$ cat config.mk
export PLATFORM = sky130hd
export DESIGN_NAME = branch_predict_resolve
export DESIGN_NICKNAME = d
export VERILOG_FILES = /design/src/rtl/branch_predict_resolve.sv
export SDC_FILE = /design/constraint.sdc
export NUM_CORES = 2
export LEC_CHECK = 0
export CAP_MARGIN = 25
export CORE_UTILIZATION = 40
export CTS_CLUSTER_DIAMETER = 30
export DETAILED_ROUTE_END_ITERATION = 10
export GPL_ROUTABILITY_DRIVEN = 0
export PLACE_DENSITY = 0.59
export SETUP_SLACK_MARGIN = 0.1
export SLEW_MARGIN = 5
export SYNTH_ARGS = -nofsm -noshare
export SYNTH_HDL_FRONTEND = slang
export SYNTH_SLANG_ARGS = --single-unit
$ cat constraint.sdc
create_clock -name clk -period 13.2 [get_ports clk]
set_input_delay 2.64 -clock clk [delete_from_list [all_inputs] [get_ports clk]]
set_output_delay 2.64 -clock clk [all_outputs]
set_load 0.005 [all_outputs]
$ cat src/rtl/branch_predict_resolve.sv
// Branch unit spanning F and D: a direct-mapped BTB with 2-bit counters predicts in F,
// and D resolves beq/bne, redirects on a mispredict, trains the BTB and counts events.
module branch_predict_resolve #(
    parameter int         XLEN      = 32,
    parameter int         BTB_IDX_W = 6,
    parameter logic [1:0] CTR_INIT  = 2'b01,
    parameter bit         EN_BNE    = 1'b1,
    parameter int         CNT_W     = 16
) (
    input  logic             clk,
    input  logic             reset,
    input  logic [XLEN-1:0]  pc_F,
    output logic             pred_taken_F,
    output logic [XLEN-1:0]  pred_target_F,
    input  logic             stall_D,
    input  logic             flush_D,
    input  logic             valid_D,
    input  logic [31:0]      inst_D,
    input  logic [XLEN-1:0]  pc_plus4_D,
    input  logic [XLEN-1:0]  rs_data_D,
    input  logic [XLEN-1:0]  rt_data_D,
    input  logic             fwd_a_D,
    input  logic             fwd_b_D,
    input  logic [XLEN-1:0]  alu_out_M,
    output logic             redirect_D,
    output logic [XLEN-1:0]  redirect_pc_D,
    output logic [CNT_W-1:0] br_count,
    output logic [CNT_W-1:0] mispred_count
);

    localparam int ENTRIES = 2 ** BTB_IDX_W;
    localparam int TAG_W   = XLEN - BTB_IDX_W - 2;

    logic [ENTRIES-1:0] r_valid;
    logic [1:0]         r_ctr    [ENTRIES];
    logic [TAG_W-1:0]   r_tag    [ENTRIES];
    logic [XLEN-1:0]    r_target [ENTRIES];

    logic                 r_pred_q;
    logic [XLEN-1:0]      r_tgt_q;
    logic [BTB_IDX_W-1:0] r_idx_q;
    logic [TAG_W-1:0]     r_tag_q;

    logic [CNT_W-1:0] r_br_count;
    logic [CNT_W-1:0] r_mispred_count;

    logic [BTB_IDX_W-1:0] w_idx_F;
    logic [TAG_W-1:0]     w_tag_F;
    logic                 w_hit_F;
    logic                 w_hit_D;
    logic [5:0]           w_op;
    logic                 w_beq;
    logic                 w_bne;
    logic                 w_is_br;
    logic [XLEN-1:0]      w_a;
    logic [XLEN-1:0]      w_b;
    logic                 w_taken;
    logic [XLEN-1:0]      w_tgt;
    logic                 w_en;
    logic                 w_train;
    logic                 w_alias;
    logic                 w_unused;

    assign w_unused = &{1'b0, inst_D[25:16], pc_F[1:0]};

    // Lookup reads the table before any same-cycle training write lands.
    assign w_idx_F       = pc_F[BTB_IDX_W+1:2];
    assign w_tag_F       = pc_F[XLEN-1:BTB_IDX_W+2];
    assign w_hit_F       = r_valid[w_idx_F] && (r_tag[w_idx_F] == w_tag_F);
    assign pred_taken_F  = w_hit_F && r_ctr[w_idx_F][1];
    assign pred_target_F = w_hit_F ? r_target[w_idx_F] : '0;

    assign w_op    = inst_D[31:26];
    assign w_beq   = (w_op == 6'h04);
    assign w_bne   = EN_BNE && (w_op == 6'h05);
    assign w_is_br = valid_D && (w_beq || w_bne);
    assign w_a     = fwd_a_D ? alu_out_M : rs_data_D;
    assign w_b     = fwd_b_D ? alu_out_M : rt_data_D;
    assign w_taken = w_beq ? (w_a == w_b) : (w_a != w_b);
    assign w_tgt   = pc_plus4_D + {{(XLEN-18){inst_D[15]}}, inst_D[15:0], 2'b00};

    assign w_en    = !stall_D && !flush_D && !reset;
    assign w_train = w_en && w_is_br;
    assign w_alias = w_en && valid_D && !w_is_br && r_pred_q;
    assign w_hit_D = r_valid[r_idx_q] && (r_tag[r_idx_q] == r_tag_q);

    // NOTE: every output of this block gets a default first so no latch is inferred.
    always_comb begin
        redirect_D    = 1'b0;
        redirect_pc_D = '0;
        if (w_train) begin
            redirect_D    = (w_taken != r_pred_q) || (w_taken && (w_tgt != r_tgt_q));
            redirect_pc_D = w_taken ? w_tgt : pc_plus4_D;
        end else if (w_alias) begin
            redirect_D    = 1'b1;
            redirect_pc_D = pc_plus4_D;
        end
    end

    // NOTE: sequential state uses non-blocking assignments so all registers update together.
    always_ff @(posedge clk or posedge reset) begin
        if (reset) begin
            r_pred_q <= 1'b0;
            r_tgt_q  <= '0;
            r_idx_q  <= '0;
            r_tag_q  <= '0;
        end else if (flush_D) begin
            r_pred_q <= 1'b0;
            r_tgt_q  <= '0;
            r_idx_q  <= '0;
            r_tag_q  <= '0;
        end else if (!stall_D) begin
            r_pred_q <= pred_taken_F;
            r_tgt_q  <= pred_target_F;
            r_idx_q  <= w_idx_F;
            r_tag_q  <= w_tag_F;
        end
    end

    always_ff @(posedge clk or posedge reset) begin
        if (reset) begin
            r_valid <= '0;
            for (int i = 0; i < ENTRIES; i++) begin
                r_ctr[i] <= CTR_INIT;
            end
        end else if (w_train) begin
            if (w_taken) begin
                if (w_hit_D) begin
                    if (r_ctr[r_idx_q] != 2'b11) r_ctr[r_idx_q] <= r_ctr[r_idx_q] + 2'd1;
                end else begin
                    r_valid[r_idx_q] <= 1'b1;
                    r_ctr[r_idx_q]   <= 2'b10;
                end
            end else if (w_hit_D && (r_ctr[r_idx_q] != 2'b00)) begin
                r_ctr[r_idx_q] <= r_ctr[r_idx_q] - 2'd1;
            end
        end else if (w_alias) begin
            r_valid[r_idx_q] <= 1'b0;
        end
    end

    // NOTE: tag/target storage has no reset; a cleared valid bit makes its contents don't-care.
    always_ff @(posedge clk) begin
        if (w_train && w_taken) begin
            r_tag[r_idx_q]    <= r_tag_q;
            r_target[r_idx_q] <= w_tgt;
        end
    end

    always_ff @(posedge clk or posedge reset) begin
        if (reset) begin
            r_br_count      <= '0;
            r_mispred_count <= '0;
        end else begin
            if (w_train && (r_br_count != '1)) r_br_count <= r_br_count + CNT_W'(1);
            if (redirect_D && (r_mispred_count != '1)) r_mispred_count <= r_mispred_count + CNT_W'(1);
        end
    end

    assign br_count      = r_br_count;
    assign mispred_count = r_mispred_count;

endmodule

; After elaboration in Yosys (flattened, before gate mapping)
; Memories as Yosys holds them, arrays and structs flattened.
; Cells that the tools add are included.
[op_classes]
add_sub_neg = 5
magnitude_cmp = 6
eq_ne = 15
muxes = 43
bitwise_logic = 8
n_reduce_logical = 28
[ops]
columns = operator, count
row1 = $mux 128, 4
row2 = $bwmux 128, 2
row3 = $mux 32, 8
row4 = $mux 64, 4
row5 = $and 64x64->64, 2
row6 = $not 64->64, 2
row7 = $or 64x64->64, 2
row8 = $ne 32x32->1, 2
row9 = $eq 24x24->1, 2
row10 = $mux 24, 2
row11 = $add 16x1->16 const B, 2
row12 = $add 32x32->32, 1
row13 = $eq 32x32->1, 1
row14 = $ne 16x16->1 const B, 2
row15 = $bmux 2 s6, 2
row16 = $logic_and 1x1->1, 17
row17 = $ge 7x7->1 const B, 2
row18 = $lt 6x7->1 const B, 2
row19 = $not 6->7, 2
row20 = $bmux 1 s6, 2
row21 = $demux 2 s6, 1
row22 = $eq 6x3->1 const B, 2
row23 = $mux 6, 2
row24 = $mux 1, 10
row25 = other kinds (14), 27
[word_totals]
register_bits = 287
ramBits = 3584
inputBits = 199
out_inout_bits = 98
wordCells = 178
n_memories = 2
[mem_list]
columns = memory, words, word_bits, read_ports, rd_ports_with_merged_regs, write_ports, line
row1 = r_target, 64, 32, 1, 0, 1, 37  ; logic [XLEN-1:0] r_target [ENTRIES];
row2 = r_tag, 64, 24, 2, 0, 1, 36  ; logic [TAG_W-1:0] r_tag [ENTRIES];

; Depth between registers and ports, before layout
[logic_depth]
ltp_word = 9
mapped_depth = 25
ltp_nobuf = 14

; Least setup slack after synthesis
; OpenSTA, ideal clock, no wires.
[synth_path]
kind = input port to output port
start = input port inst_D[0]
end = output port redirect_D
arrival_time_ns = 8.520
path_slack_ns = 2.040
cell_stages = 14
path_cell_list = ha_1 inv_1 fa_1 nand2b_1 a21oi_1 or3_1 a221oi_1 nor2_1 a211oi_1 xnor2_1 o2111ai_1 nor4_1 clkbuf_1 nor2_1
[synth_via]
elab_chain_len = 5
[synth_lines]
columns = item, line
row1 = from (decl), 18  ; input logic [31:0] inst_D,
row2 = $add 32x32->32, 80  ; assign w_tgt = pc_plus4_D + {{(XLEN-18){inst_D[15]}}, inst_D[15:0], 2'b00};
row3 = via w_tgt[26], 58  ; logic [XLEN-1:0] w_tgt;
row4 = $ne 32x32->1, 92  ; redirect_D = (w_taken != r_pred_q) || (w_taken && (w_tgt != r_tgt_q));
row5 = $logic_and 1x1->1, 92
row6 = $logic_or 1x1->1, 92
row7 = $mux 1, 91  ; if (w_train) begin
row8 = to (decl), 25  ; output logic redirect_D,
; The timed path passes the listed nets, and every way through them passes these cells.

; Worst setup path in the final report
[layout_path]
start = input port pc_F[3]
end = output port pred_target_F[17]
[layout_via]
elab_chain_len = 4
word_cells_on_any_way = 7
[layout_lines]
columns = item, line
row1 = from (decl), 12  ; input logic [XLEN-1:0] pc_F,
row2 = $mem_v2 64x24 / $bmux 1 s6 (equally long branches), n/a
row3 = $eq 24x24->1 / $mux 1 (equally long branches), 69  ; assign w_hit_F = r_valid[w_idx_F] && (r_tag[w_idx_F] == w_tag_F);
row4 = $logic_and 1x1->1, 69
row5 = $mux 32 (*), 71  ; assign pred_target_F = w_hit_F ? r_target[w_idx_F] : '0;
row6 = to (decl), 14  ; output logic [XLEN-1:0] pred_target_F,
; Every way passes the cells marked *; elsewhere a longest branch is shown, timed or not. The select of a mux whose other input is x is not followed.

==> results.md <==
- Outcome: finished, final reports clean
- NumNets Final: 9897
- Critical path arrival: 8.91 ns
- Fmax: 0.0866 GHz
- Final setup viols: 0
- CP Class: input pin to output pin
- Synth Net Count: 9209
- Starting Density: 40.2%
- Post-synth EDFFs: 3584
- Via-to-Cell Ratio: 6.51
- Reg-to-reg endpoint: r_ctr[35]
- Simple-gate share of the synthesized area: 2.32%
- FP Rows: 238
- Hold Crit Class: flop to flop
- Setup TNS: 0 ns
- GRT Total Usage: 28.2%
- # DRC: 0
- Cell Pwr Density: 169 mW/mm^2
- Fin. Hold Viols: 0
- Fin crit period: 11.55 ns
- Synth top area share: a little under two thirds
- Fin crit share: 87.5%
- RSZ-0062 raised after global routing: no
- # IOs: 297
- Max-Cap Viols: 0
- Worst-skew pair later-pin latency: between 1 and 1.5 ns
- Proportion of layout cells with a drive suffix above 1: 31.2%
- Post-DRT Antenna Nets: 0
- Antenna violations before repair: 28
- Reg2Reg Setup Slack: approximately 5.4 ns
- Drt first pass iters: 8
- Seq/Total Area, Yosys: between 60% and 70%
- DP Area: 0.180 sq mm
- First-pass GRT wire length: between 800000 and 900000 um
- Most used standard cell by instance count after synthesis: edfxtp_1
- Leading area contributor after synthesis: edfxtp_1
- Slew HR: 20.0%
- Leak: 67.3 nW
- Core Util, Final: 48.8%
- Die X: about 650 um
- Synth Warn #: 0
- Worst reg2reg path depth: 16
- Post_cts resized: 0
- Final Instance Area: 0.205 sq mm
- Clock skew: just over 0.06 ns
- Clk slew on worst S/H paths: about 0.040 ns
- Synth Cell Area: 0.169 sq mm
- Pwr Total: 34.7 mW
- # port buffers: 284
- Fraction of registers with async set/reset: 7.41%
- CTS sink cnt: 3871
- Post-DP HPWL: 312000 um
- Mux cell area share after synthesis: between 20% and 30%
- Overflow after GRT: 0
- Mapped Avg Cell Area: 18.8 sq um
- Avg WL per Cell: 38.6 um
- TritonCTS Buffers: ~720
- Post-synth cell types: 95
- Prevailing post-synth register cell: edfxtp_1
- Root Buffer: clkbuf_16
- Synth cell count leaders: edfxtp_1 (3584), mux4_2 (1259), mux2i_1 (554), clkbuf_1 (301), nor2_1 (250)
- Main combinational cell family by area after synthesis: multiplexers
- H-tree lvl count: 6
- Register bit total from synthesis: 3871
- Worst setup path endpoint: pred_target_F[17]
- Die footprint: 0.425 sq mm
- Worst-case clock buffer depth: 4
- Synth Area in XOR/XNOR: under 10%
- Mapped Cells: 8976
- CTS tree: yes
- Top post-synthesis cells by area: edfxtp_1 (64%), mux4_2 (17%), dfrtp_1 (3.3%)
- Fill cells: 34200
- DRT iter0 DRCs: 16800
- Hold_buf cts: 0
- Largest net degree at the start of global routing: approximately 150
- CP Max Fanout: 69
- Critical path startpoint: pc_F[3]
- Die height: 652 um
- Crit Reg-Reg Startpoint: r_idx_q[0]
- Hold Slack: ~0.47 ns
- CP Data Required Time: between 10 and 15 ns
- Max-slew violation count: 0
- Area of the core: 0.420 sq mm
- Vias in the first global route: 103000
- Final wirelength: about 610000 um
- VDD IR max: between 0.00015 and 0.0002 V
- Post-CTS Repair Setup Buffers: 0
- Total number of vias: 104000
- CP endpoint kind: output pin
- Area share of fa/ha/maj cells after synthesis: 0.256%
- CP startpoint kind: input pin
- Syn-to-layout area delta: 21.3%
- Post-synthesis compound-gate area fraction: 5.25%
- Worst-margin pin slew: 1.20 ns
metal layers:
layer  vias up  part of all wire [%]  global-route usage, %
met5         -                 0.025                      0
met3      1709                    12                   7.16
li1      39200                     -                      -
met2      7834                    46                   44.0
met4        22                   6.0                   15.0
met1     54900                    36                   36.5
per-stage QoR:
| step | instances | setup slack (ns) |
|---|---|---|
| after floorplan | 8976 | 2.04 |
| after global placement | 14600 | 1.71 |
| after detailed placement | 14600 | 1.67 |
| after CTS | 15900 | 1.66 |
| after global routing | 15900 | 1.90 |
| final | 15900 | 1.65 |
power breakdown:
group,total [mW],switching (mW),internal (mW),leakage (nW)
Sequential,13.8,0.0382,13.8,35.0
Clock,18.6,6.58,12.0,11.9
Combinational,2.33,1.54,0.785,20.5
Total,34.7,8.16,26.5,67.3
cell usage in the layout (no fill, tap or decap), types with 87 or more instances in the layout:
cell type and count:
mux2_2 133, edfxtp_1 3584, a22oi_1 115, clkinv_1 88, mux2i_1 554, clkbuf_16 731
nand2_1 246, clkdlybuf4s50_1 274, inv_1 180, clkinv_2 106, nor2_1 189, o22ai_1 131
a221oi_1 99, bufinv_16 87, xnor2_1 109, dfrtp_1 205, o21ai_0 245, buf_4 248
mux4_2 1259, a21oi_1 204
layout make-up:
type	count	area, sq um	area share, %
sequential	3871	115000	56.0
multi-input combinational	4279	51500	25.1
clock buffer	819	18700	9.13
tap	5640	7060	3.44
timing repair buffer	605	6220	3.03
clock inverter	523	5970	2.91
inverter	184	706	0.344
antenna	13	32.5	0.0159
worst max-delay path, cell delays in order:
cell and delay [ns]:
buf_8 0.47, buf_4 0.49, mux4_2 0.38, mux4_2 0.52, mux4_2 0.53, xnor2_1 0.75, nand2_1 0.28, nor4_1 0.70
nand4_1 0.54, buf_4 0.44, nor2_1 0.32, clkdlybuf4s50_1 0.56
flip-flops by register name, summed over array words and instances, names as in the netlist, named ones only:
register,count
r_target,2048
r_tag,1536
r_ctr,128
r_tgt_q,32
r_tag_q,24
br_count,16
mispred_count,16
r_idx_q,6
r_pred_q,1
cells by family (layout without fill, tap and decap cells):
| kind of cell | Yosys count | count (layout) |
|---|---|---|
| flops | 3871 | 3871 |
| compound gates | 1272 | 1272 |
| simple gates | 819 | 819 |
| other cells | 0 | 13 |
| mux | 1950 | 1950 |
| xor+xnor | 204 | 204 |
| fa+ha+maj | 34 | 34 |
| buf+inv | 826 | 2131 |
worst min-delay path by stage:
stage / depth (start not counted) / slack [ns] / startpoint / to
4_1_cts: 2 / 0.47 / r_ctr[22] / r_ctr[22]
2_1_floorplan: 2 / 0.45 / r_ctr[22] / r_ctr[22]
5_1_grt: 2 / 0.47 / r_ctr[100] / r_ctr[100]
3_5_place_dp: 2 / 0.46 / r_ctr[92] / r_ctr[92]
6_report: 2 / 0.47 / r_ctr[108] / r_ctr[108]
3_3_place_gp: 2 / 0.46 / r_ctr[116] / r_ctr[116]
(Power assumes the default switching activity.)
